===== src/rtl/mem_stage_hs_pkg.sv =====
// Shared definitions for the MEM pipeline stage: load-op encodings, default widths
// and the sizing rule for the stale-response discard counter.
package mem_stage_hs_pkg;

    typedef enum logic [2:0] {
        MEM_OP_LW  = 3'd0,
        MEM_OP_LB  = 3'd1,
        MEM_OP_LH  = 3'd2,
        MEM_OP_LBU = 3'd3,
        MEM_OP_LHU = 3'd4
    } mem_op_e;

    localparam int DATA_W_DEF  = 32;
    localparam int PC_W_DEF    = 32;
    localparam int RADDR_W_DEF = 5;

    function automatic int disc_cnt_width(input int max_outst);
        return (max_outst < 1) ? 1 : $clog2(max_outst + 1);
    endfunction

endpackage


===== src/rtl/mem_stage_hs_load_align.sv =====
// Combinational sub-word load alignment: picks the 32-bit lane, then the byte/half
// at the low address bits, and sign- or zero-extends it to the datapath width.
module load_align
    import mem_stage_hs_pkg::*;
#(
    parameter int DATA_W = DATA_W_DEF,
    parameter int OFF_W  = $clog2(DATA_W / 8)
) (
    input  logic [DATA_W-1:0] rdata,
    input  logic [OFF_W-1:0]  off,
    input  logic [2:0]        mem_op,
    output logic [DATA_W-1:0] result
);

    logic [OFF_W-1:0]  lane_base;
    logic [DATA_W-1:0] lane_shifted;
    logic [31:0]       lane;
    logic [7:0]        byte_val;
    logic [15:0]       half_val;

    // Clearing the two byte-offset bits leaves the byte address of the 32-bit lane.
    assign lane_base = off & ~OFF_W'(3);

    always_comb begin
        lane_shifted = rdata >> {lane_base, 3'b000};
        lane         = lane_shifted[31:0];
        case (off[1:0])
            2'd0:    byte_val = lane[7:0];
            2'd1:    byte_val = lane[15:8];
            2'd2:    byte_val = lane[23:16];
            default: byte_val = lane[31:24];
        endcase
        half_val = off[1] ? lane[31:16] : lane[15:0];
        result   = DATA_W'(lane);
        case (mem_op_e'(mem_op))
            MEM_OP_LB:  result = {{(DATA_W - 8){byte_val[7]}}, byte_val};
            MEM_OP_LBU: result = {{(DATA_W - 8){1'b0}}, byte_val};
            MEM_OP_LH:  result = {{(DATA_W - 16){half_val[15]}}, half_val};
            MEM_OP_LHU: result = {{(DATA_W - 16){1'b0}}, half_val};
            default:    ;
        endcase
    end

endmodule


===== src/rtl/mem_stage_hs.sv =====
// MEM pipeline stage between EX and WB: waits for variable-latency data-SRAM responses,
// aligns loads, and discards responses that belong to flushed instructions.
module mem_stage_hs
    import mem_stage_hs_pkg::*;
#(
    parameter int DATA_W    = DATA_W_DEF,
    parameter int PC_W      = PC_W_DEF,
    parameter int RADDR_W   = RADDR_W_DEF,
    parameter int MAX_OUTST = 2
) (
    input  logic               clk,
    input  logic               reset,
    input  logic               flush,
    input  logic               es_to_ms_valid,
    output logic               ms_allow_in,
    input  logic [PC_W-1:0]    es_pc,
    input  logic               es_gr_we,
    input  logic [RADDR_W-1:0] es_dest,
    input  logic [DATA_W-1:0]  es_alu_result,
    input  logic               es_res_from_mem,
    input  logic [2:0]         es_mem_op,
    input  logic               es_req_issued,
    input  logic               data_sram_data_ok,
    input  logic [DATA_W-1:0]  data_sram_rdata,
    input  logic               ws_allow_in,
    output logic               ms_to_ws_valid,
    output logic [PC_W-1:0]    ms_pc,
    output logic               ms_gr_we,
    output logic [RADDR_W-1:0] ms_dest,
    output logic [DATA_W-1:0]  ms_final_result,
    output logic               ms_fwd_valid,
    output logic [RADDR_W-1:0] ms_fwd_dest,
    output logic [DATA_W-1:0]  ms_fwd_data,
    output logic               ms_fwd_blocked
);

    localparam int CNT_W = disc_cnt_width(MAX_OUTST);
    localparam int OFF_W = $clog2(DATA_W / 8);
    localparam logic [CNT_W-1:0] CNT_MAX = CNT_W'(MAX_OUTST);

    logic               ms_valid_q, ms_valid_d;
    logic               wait_rsp_q, wait_rsp_d;
    logic               buf_valid_q, buf_valid_d;
    logic [DATA_W-1:0]  rbuf_q, rbuf_d;
    logic [CNT_W-1:0]   discard_cnt_q, discard_cnt_d;
    logic [PC_W-1:0]    pc_q, pc_d;
    logic               gr_we_q, gr_we_d;
    logic [RADDR_W-1:0] dest_q, dest_d;
    logic [DATA_W-1:0]  alu_result_q, alu_result_d;
    logic               res_from_mem_q, res_from_mem_d;
    logic [2:0]         mem_op_q, mem_op_d;

    logic               rsp_live;
    logic               ms_ready_go;
    logic               disc_inc;
    logic               disc_dec;
    logic [DATA_W-1:0]  load_data;
    logic [DATA_W-1:0]  aligned_data;

    // A response only belongs to the instruction in MS once all stale responses are drained.
    assign rsp_live       = data_sram_data_ok & (discard_cnt_q == '0);
    assign ms_ready_go    = !wait_rsp_q | buf_valid_q | rsp_live;
    assign ms_allow_in    = !ms_valid_q | (ms_ready_go & ws_allow_in);
    assign ms_to_ws_valid = ms_valid_q & ms_ready_go & !flush;
    assign disc_inc       = flush & ms_valid_q & wait_rsp_q & !rsp_live;
    assign disc_dec       = data_sram_data_ok & (discard_cnt_q != '0);

    assign load_data = buf_valid_q ? rbuf_q : data_sram_rdata;

    load_align #(
        .DATA_W (DATA_W),
        .OFF_W  (OFF_W)
    ) u_load_align (
        .rdata  (load_data),
        .off    (alu_result_q[OFF_W-1:0]),
        .mem_op (mem_op_q),
        .result (aligned_data)
    );

    assign ms_pc           = pc_q;
    assign ms_gr_we        = gr_we_q;
    assign ms_dest         = dest_q;
    assign ms_final_result = res_from_mem_q ? aligned_data : alu_result_q;
    assign ms_fwd_valid    = ms_valid_q & gr_we_q;
    assign ms_fwd_dest     = dest_q;
    assign ms_fwd_data     = ms_final_result;
    assign ms_fwd_blocked  = ms_valid_q & res_from_mem_q & wait_rsp_q & !rsp_live;

    always_comb begin
        ms_valid_d     = ms_valid_q;
        wait_rsp_d     = wait_rsp_q;
        buf_valid_d    = buf_valid_q;
        rbuf_d         = rbuf_q;
        discard_cnt_d  = discard_cnt_q;
        pc_d           = pc_q;
        gr_we_d        = gr_we_q;
        dest_d         = dest_q;
        alu_result_d   = alu_result_q;
        res_from_mem_d = res_from_mem_q;
        mem_op_d       = mem_op_q;

        // Flush beats both a concurrent accept and a concurrent response capture.
        if (flush) begin
            ms_valid_d  = 1'b0;
            wait_rsp_d  = 1'b0;
            buf_valid_d = 1'b0;
        end else if (ms_allow_in) begin
            ms_valid_d  = es_to_ms_valid;
            wait_rsp_d  = es_to_ms_valid & es_req_issued;
            buf_valid_d = 1'b0;
            if (es_to_ms_valid) begin
                pc_d           = es_pc;
                gr_we_d        = es_gr_we;
                dest_d         = es_dest;
                alu_result_d   = es_alu_result;
                res_from_mem_d = es_res_from_mem;
                mem_op_d       = es_mem_op;
            end
        end else if (ms_valid_q & wait_rsp_q & rsp_live) begin
            rbuf_d      = data_sram_rdata;
            buf_valid_d = 1'b1;
            wait_rsp_d  = 1'b0;
        end

        if (disc_inc & !disc_dec) begin
            discard_cnt_d = discard_cnt_q + CNT_W'(1);
        end else if (disc_dec & !disc_inc) begin
            discard_cnt_d = discard_cnt_q - CNT_W'(1);
        end
    end

    always_ff @(posedge clk or posedge reset) begin
        if (reset) begin
            ms_valid_q     <= 1'b0;
            wait_rsp_q     <= 1'b0;
            buf_valid_q    <= 1'b0;
            rbuf_q         <= '0;
            discard_cnt_q  <= '0;
            pc_q           <= '0;
            gr_we_q        <= 1'b0;
            dest_q         <= '0;
            alu_result_q   <= '0;
            res_from_mem_q <= 1'b0;
            mem_op_q       <= '0;
        end else begin
            ms_valid_q     <= ms_valid_d;
            wait_rsp_q     <= wait_rsp_d;
            buf_valid_q    <= buf_valid_d;
            rbuf_q         <= rbuf_d;
            discard_cnt_q  <= discard_cnt_d;
            pc_q           <= pc_d;
            gr_we_q        <= gr_we_d;
            dest_q         <= dest_d;
            alu_result_q   <= alu_result_d;
            res_from_mem_q <= res_from_mem_d;
            mem_op_q       <= mem_op_d;
        end
    end

    // More flushed requests than the SRAM can have outstanding means the upstream broke its contract.
    always @(posedge clk) begin
        if (!reset) begin
            assert (!(disc_inc && !disc_dec && discard_cnt_q == CNT_MAX));
        end
    end

endmodule

===== config.mk =====
export PLATFORM = sky130hd
export DESIGN_NAME = mem_stage_hs
export DESIGN_NICKNAME = d
export VERILOG_FILES = /design/src/rtl/mem_stage_hs_pkg.sv /design/src/rtl/mem_stage_hs_load_align.sv /design/src/rtl/mem_stage_hs.sv
export SDC_FILE = /design/constraint.sdc
export NUM_CORES = 1
export LEC_CHECK = 0
export CAP_MARGIN = 10
export CORE_ASPECT_RATIO = 1.2
export CORE_MARGIN = 2
export CORE_UTILIZATION = 30
export CTS_CLUSTER_DIAMETER = 120
export DETAILED_ROUTE_END_ITERATION = 6
export PLACE_DENSITY = 0.64
export SYNTH_ARGS = -nofsm -noshare
export SYNTH_HDL_FRONTEND = slang
export SYNTH_SLANG_ARGS = --single-unit
export TNS_END_PERCENT = 20

===== constraint.sdc =====
create_clock -name clk -period 3.9 [get_ports clk]
set_input_delay 0.39 -clock clk [delete_from_list [all_inputs] [get_ports clk]]
set_output_delay 0.39 -clock clk [all_outputs]
set_load 0.03 [all_outputs]

==> impl_metrics.tcl, run 1 <==
set metrics [dict create \
    reg2reg_setup_slack_ns 1.55 \
    ys_seq_area_share_pct 45.0 \
    grt_pass1_vias 4465 \
    drt-total-wl_mm 17.6 \
    cp-end-kind "output pin" \
    yosys-top-cells-area "dfrtp_1, mux2_2, mux2_4" \
    worstPathArrival_ns 3.18 \
    via_per_inst 4.79 \
    post_cts_buffers 0 \
    start_util_pct 30.5 \
    ys.flop_type "dfrtp_1" \
    drtIter0Drc 207 \
    worst-path-max-fanout 30 \
    core-area_um2 20300 \
    p_switching_mw 1.74 \
    rr_startpoint "discard_cnt_q[0]$_DFFE_PP0P_" \
    netlist_area_um2 6180 \
    antenna_cells 0 \
    gr-total-overflow 0 \
    maxSlewViolCount 0 \
    combPwrFrac_pct 46.3 \
    fillers 1958 \
    async_flop_share_pct 100 \
    syn_inst 511 \
    num_vias 4568 \
    synth_nets 625 \
    worst_pin_slew_ns 0.758 \
    grt_max_degree 60 \
    clkLatencyLatePin_ns 0.36 \
    ioPinCount 224 \
    worstReg2RegEnd "ms_pc[17]$_DFFE_PP0P_" \
    setup_tns_ns 0 \
    seq_power_share_pct 32.3 \
    multi_input_area_um2 2890 \
    yosysUniqueCellTypes 51 \
    fin_nets 798 \
    num_rows 57 \
    powerDensity_nw_per_um2 522 \
    setup_viol 0 \
    setup.worst_path.class "reg2out" \
    seqCellArea_um2 2780 \
    cellLeakagePower_nw 3.59 \
    syn_to_final_growth_pct 40.3 \
    rsz0062_at_grt "false" \
    clock-sinks 111 \
    dieWidth_um 135 \
    clkTransAtPathRegs_ns 0.08 \
    yosys_warnings 0 \
    finalCritPeriodShare_pct 91.6 \
    grt_use_total_pct 16.0 \
    cts_tree "yes" \
    grt_antenna_before_repair 0 \
    switching_share_pct 38.5 \
    port_buffers 223 \
    die_h_um 161 \
    max-vdd-ir-drop_v 0.000241 \
    cts-buffers-inserted 9 \
    ys_seq_elements 111 \
    hold_viol 0 \
    instances_no_fill 954 \
    cap_violations 0 \
    syn_area_per_cell_um2 12.1 \
    htreeDepth 3 \
    status "finished, final reports clean" \
    grt_pass1_wl_mm 26.6 \
    root_buffer "clkbuf_16" \
    synth_enable_flop_cells 0 \
    ant_nets 0 \
    fmax_mhz 280 \
    place_hpwl_mm 13.2 \
    cp.required_ns 3.51 \
    routabilityCongestion 0.793 \
    pwr-share-clk_pct 21.4 \
    wire_per_inst_um 18.4 \
    fin_crit_ns 3.57 \
    yosysTopAreaCell "dfrtp_1" \
    relSlewSlack_pct 49.2 \
    drcViolationCount 0 \
    dr.pass1.iters 4 \
    drive_above_1_share_pct 23.8 \
    p_int_mw 2.78 \
    place_inst 938 \
    critPathLaunchType "register" \
    dieArea_um2 21800 \
    clock_skew_ns 0.00906 \
    reg2reg_depth 5 \
    synth_top_area_share_pct 45.0 \
    cts_buffer_depth 2 \
    hold_path_class "in2async" \
]
how the worst max path moves through the flow:
stage	start	to	slack [ns]	cells past startpoint
floorplan	reset	alu_result_q[0]$_DFFE_PP0P_	0.58	1
global placement	mem_op_q[0]$_DFFE_PP0P_	ms_fwd_data[23]	0.29	5
detailed placement	data_sram_rdata[23]	ms_final_result[18]	0.27	6
CTS	buf_valid_q$_DFFE_PP0P_	ms_final_result[18]	0.14	5
global route	buf_valid_q$_DFFE_PP0P_	ms_final_result[8]	0.12	5
finish	buf_valid_q$_DFFE_PP0P_	ms_fwd_data[8]	0.33	5
placed cells by master, fill, tap and decap left out, types with 2 or more instances in the layout:
| cell type | netlist | final |
|---|---|---|
| or3_1 | 3 | 3 |
| nand3_1 | 3 | 3 |
| nor2b_1 | 3 | 2 |
| nor2_1 | 52 | 52 |
| clkdlybuf4s50_1 | 0 | 223 |
| dfrtp_1 | 111 | 110 |
| mux2_2 | 69 | 69 |
| buf_4 | 40 | 7 |
| mux2_1 | 2 | 2 |
| xnor2_1 | 2 | 2 |
| a221oi_1 | 7 | 7 |
| nand2_1 | 13 | 13 |
| inv_1 | 4 | 3 |
| mux4_2 | 2 | 2 |
| clkbuf_16 | 0 | 9 |
| o22ai_1 | 7 | 7 |
| a21oi_1 | 21 | 21 |
| a31oi_1 | 11 | 11 |
| o2bb2ai_1 | 6 | 6 |
| mux2_4 | 50 | 50 |
| and2_1 | 2 | 2 |
| xor2_1 | 3 | 3 |
| buf_12 | 0 | 3 |
| a41oi_1 | 7 | 7 |
| inv_6 | 0 | 4 |
| o21ai_0 | 9 | 9 |
| nand2b_1 | 5 | 5 |
| mux2i_1 | 17 | 17 |
| o221a_2 | 6 | 6 |
| nor3_1 | 4 | 4 |
metal layers:
layer	vias to the layer above	wire, um	track usage, %
li1	2152	-	-
met1	2264	7670	21.1
met2	140	8740	26.6
met3	12	940	3.67
met4	0	219	4.21
met5	-	0	0
cell usage after synthesis (all sizes together), types with 2 or more instances:
cell     number
inv           4
mux2i        17
buf          62
or3           3
mux2        121
mux4          2
xnor2         2
o21ai        10
dfrtp       111
and2          2
nor3          4
a21oi        22
nand3         3
nor2         52
clkbuf        9
nand2b        5
xor2          3
a31oi        11
o2bb2ai       6
nor2b         3
o211ai        2
a211oi        2
o22ai         7
o221a         6
nand2        14
a41oi         7
a221oi        7
layout make-up:
cell class / count / share of cell area (%)
Tap cell: 265 / 3.83
Sequential cell: 111 / 32.1
Inverter: 5 / 0.245
Timing Repair Buffer: 233 / 27.1
Clock inverter: 6 / 0.852
Clock buffer: 10 / 2.64
Multi-Input combinational cell: 324 / 33.3
stage by stage:
step	setup slack [ns]	hold slack, ns	utilization, %	total power, mW	area (um2)
floorplan	0.579	0.456	-	2.86	6180
global placement	0.285	0.469	41.2	3.56	8350
detailed placement	0.271	0.478	41.2	3.58	8350
CTS	0.145	0.498	42.7	4.57	8660
global route	0.119	0.516	42.8	4.73	8660
finish	0.327	0.471	42.8	4.52	8660
registers in the layout, indices dropped and copies added, names as in the netlist:
name / count
alu_result_q: 32
ms_pc: 32
rbuf_q: 32
ms_dest: 5
mem_op_q: 3
discard_cnt_q: 2
buf_valid_q: 1
ms_gr_we: 1
ms_valid_q: 1
res_from_mem_q: 1
wait_rsp_q: 1
power by group through the flow:
stage	clock network, mW	logic, mW	registers, mW
2_1_floorplan	0	1.29	1.58
3_3_place_gp	0	2.09	1.47
3_5_place_dp	0	2.10	1.48
4_1_cts	1.01	2.11	1.46
5_1_grt	1.05	2.20	1.49
6_report	0.967	2.09	1.46
cells by family after synthesis:
family          Yosys count  synth area share (%)
flops                   111                  45.0
buf+inv                  76                  8.61
compound gates           87                  10.1
mux                     140                  28.6
simple gates             91                  6.81
xor+xnor                  5                 0.709
fa+ha+maj                 1                 0.203
what timing repair did:
item,in CTS,in global routing
hold buffers,0,0
resized for setup,1,1
hold endpoints to repair,0,0
setup endpoints to repair,35,30
worst max-delay path: stages, from the launching register on:
cell and delay [ns]:
dfrtp_2 0.47, buf_4 0.44, mux4_2 0.60, a221oi_1 0.47, a21oi_1 0.19, clkdlybuf4s50_1 0.64
(Power assumes the default switching activity.)
==> run 2: changes to the inputs <==
- CTS_CLUSTER_DIAMETER: 120 -> 150
==> results of run 2 <==
The final DEF is identical to that of run 1; final timing and power are the same.
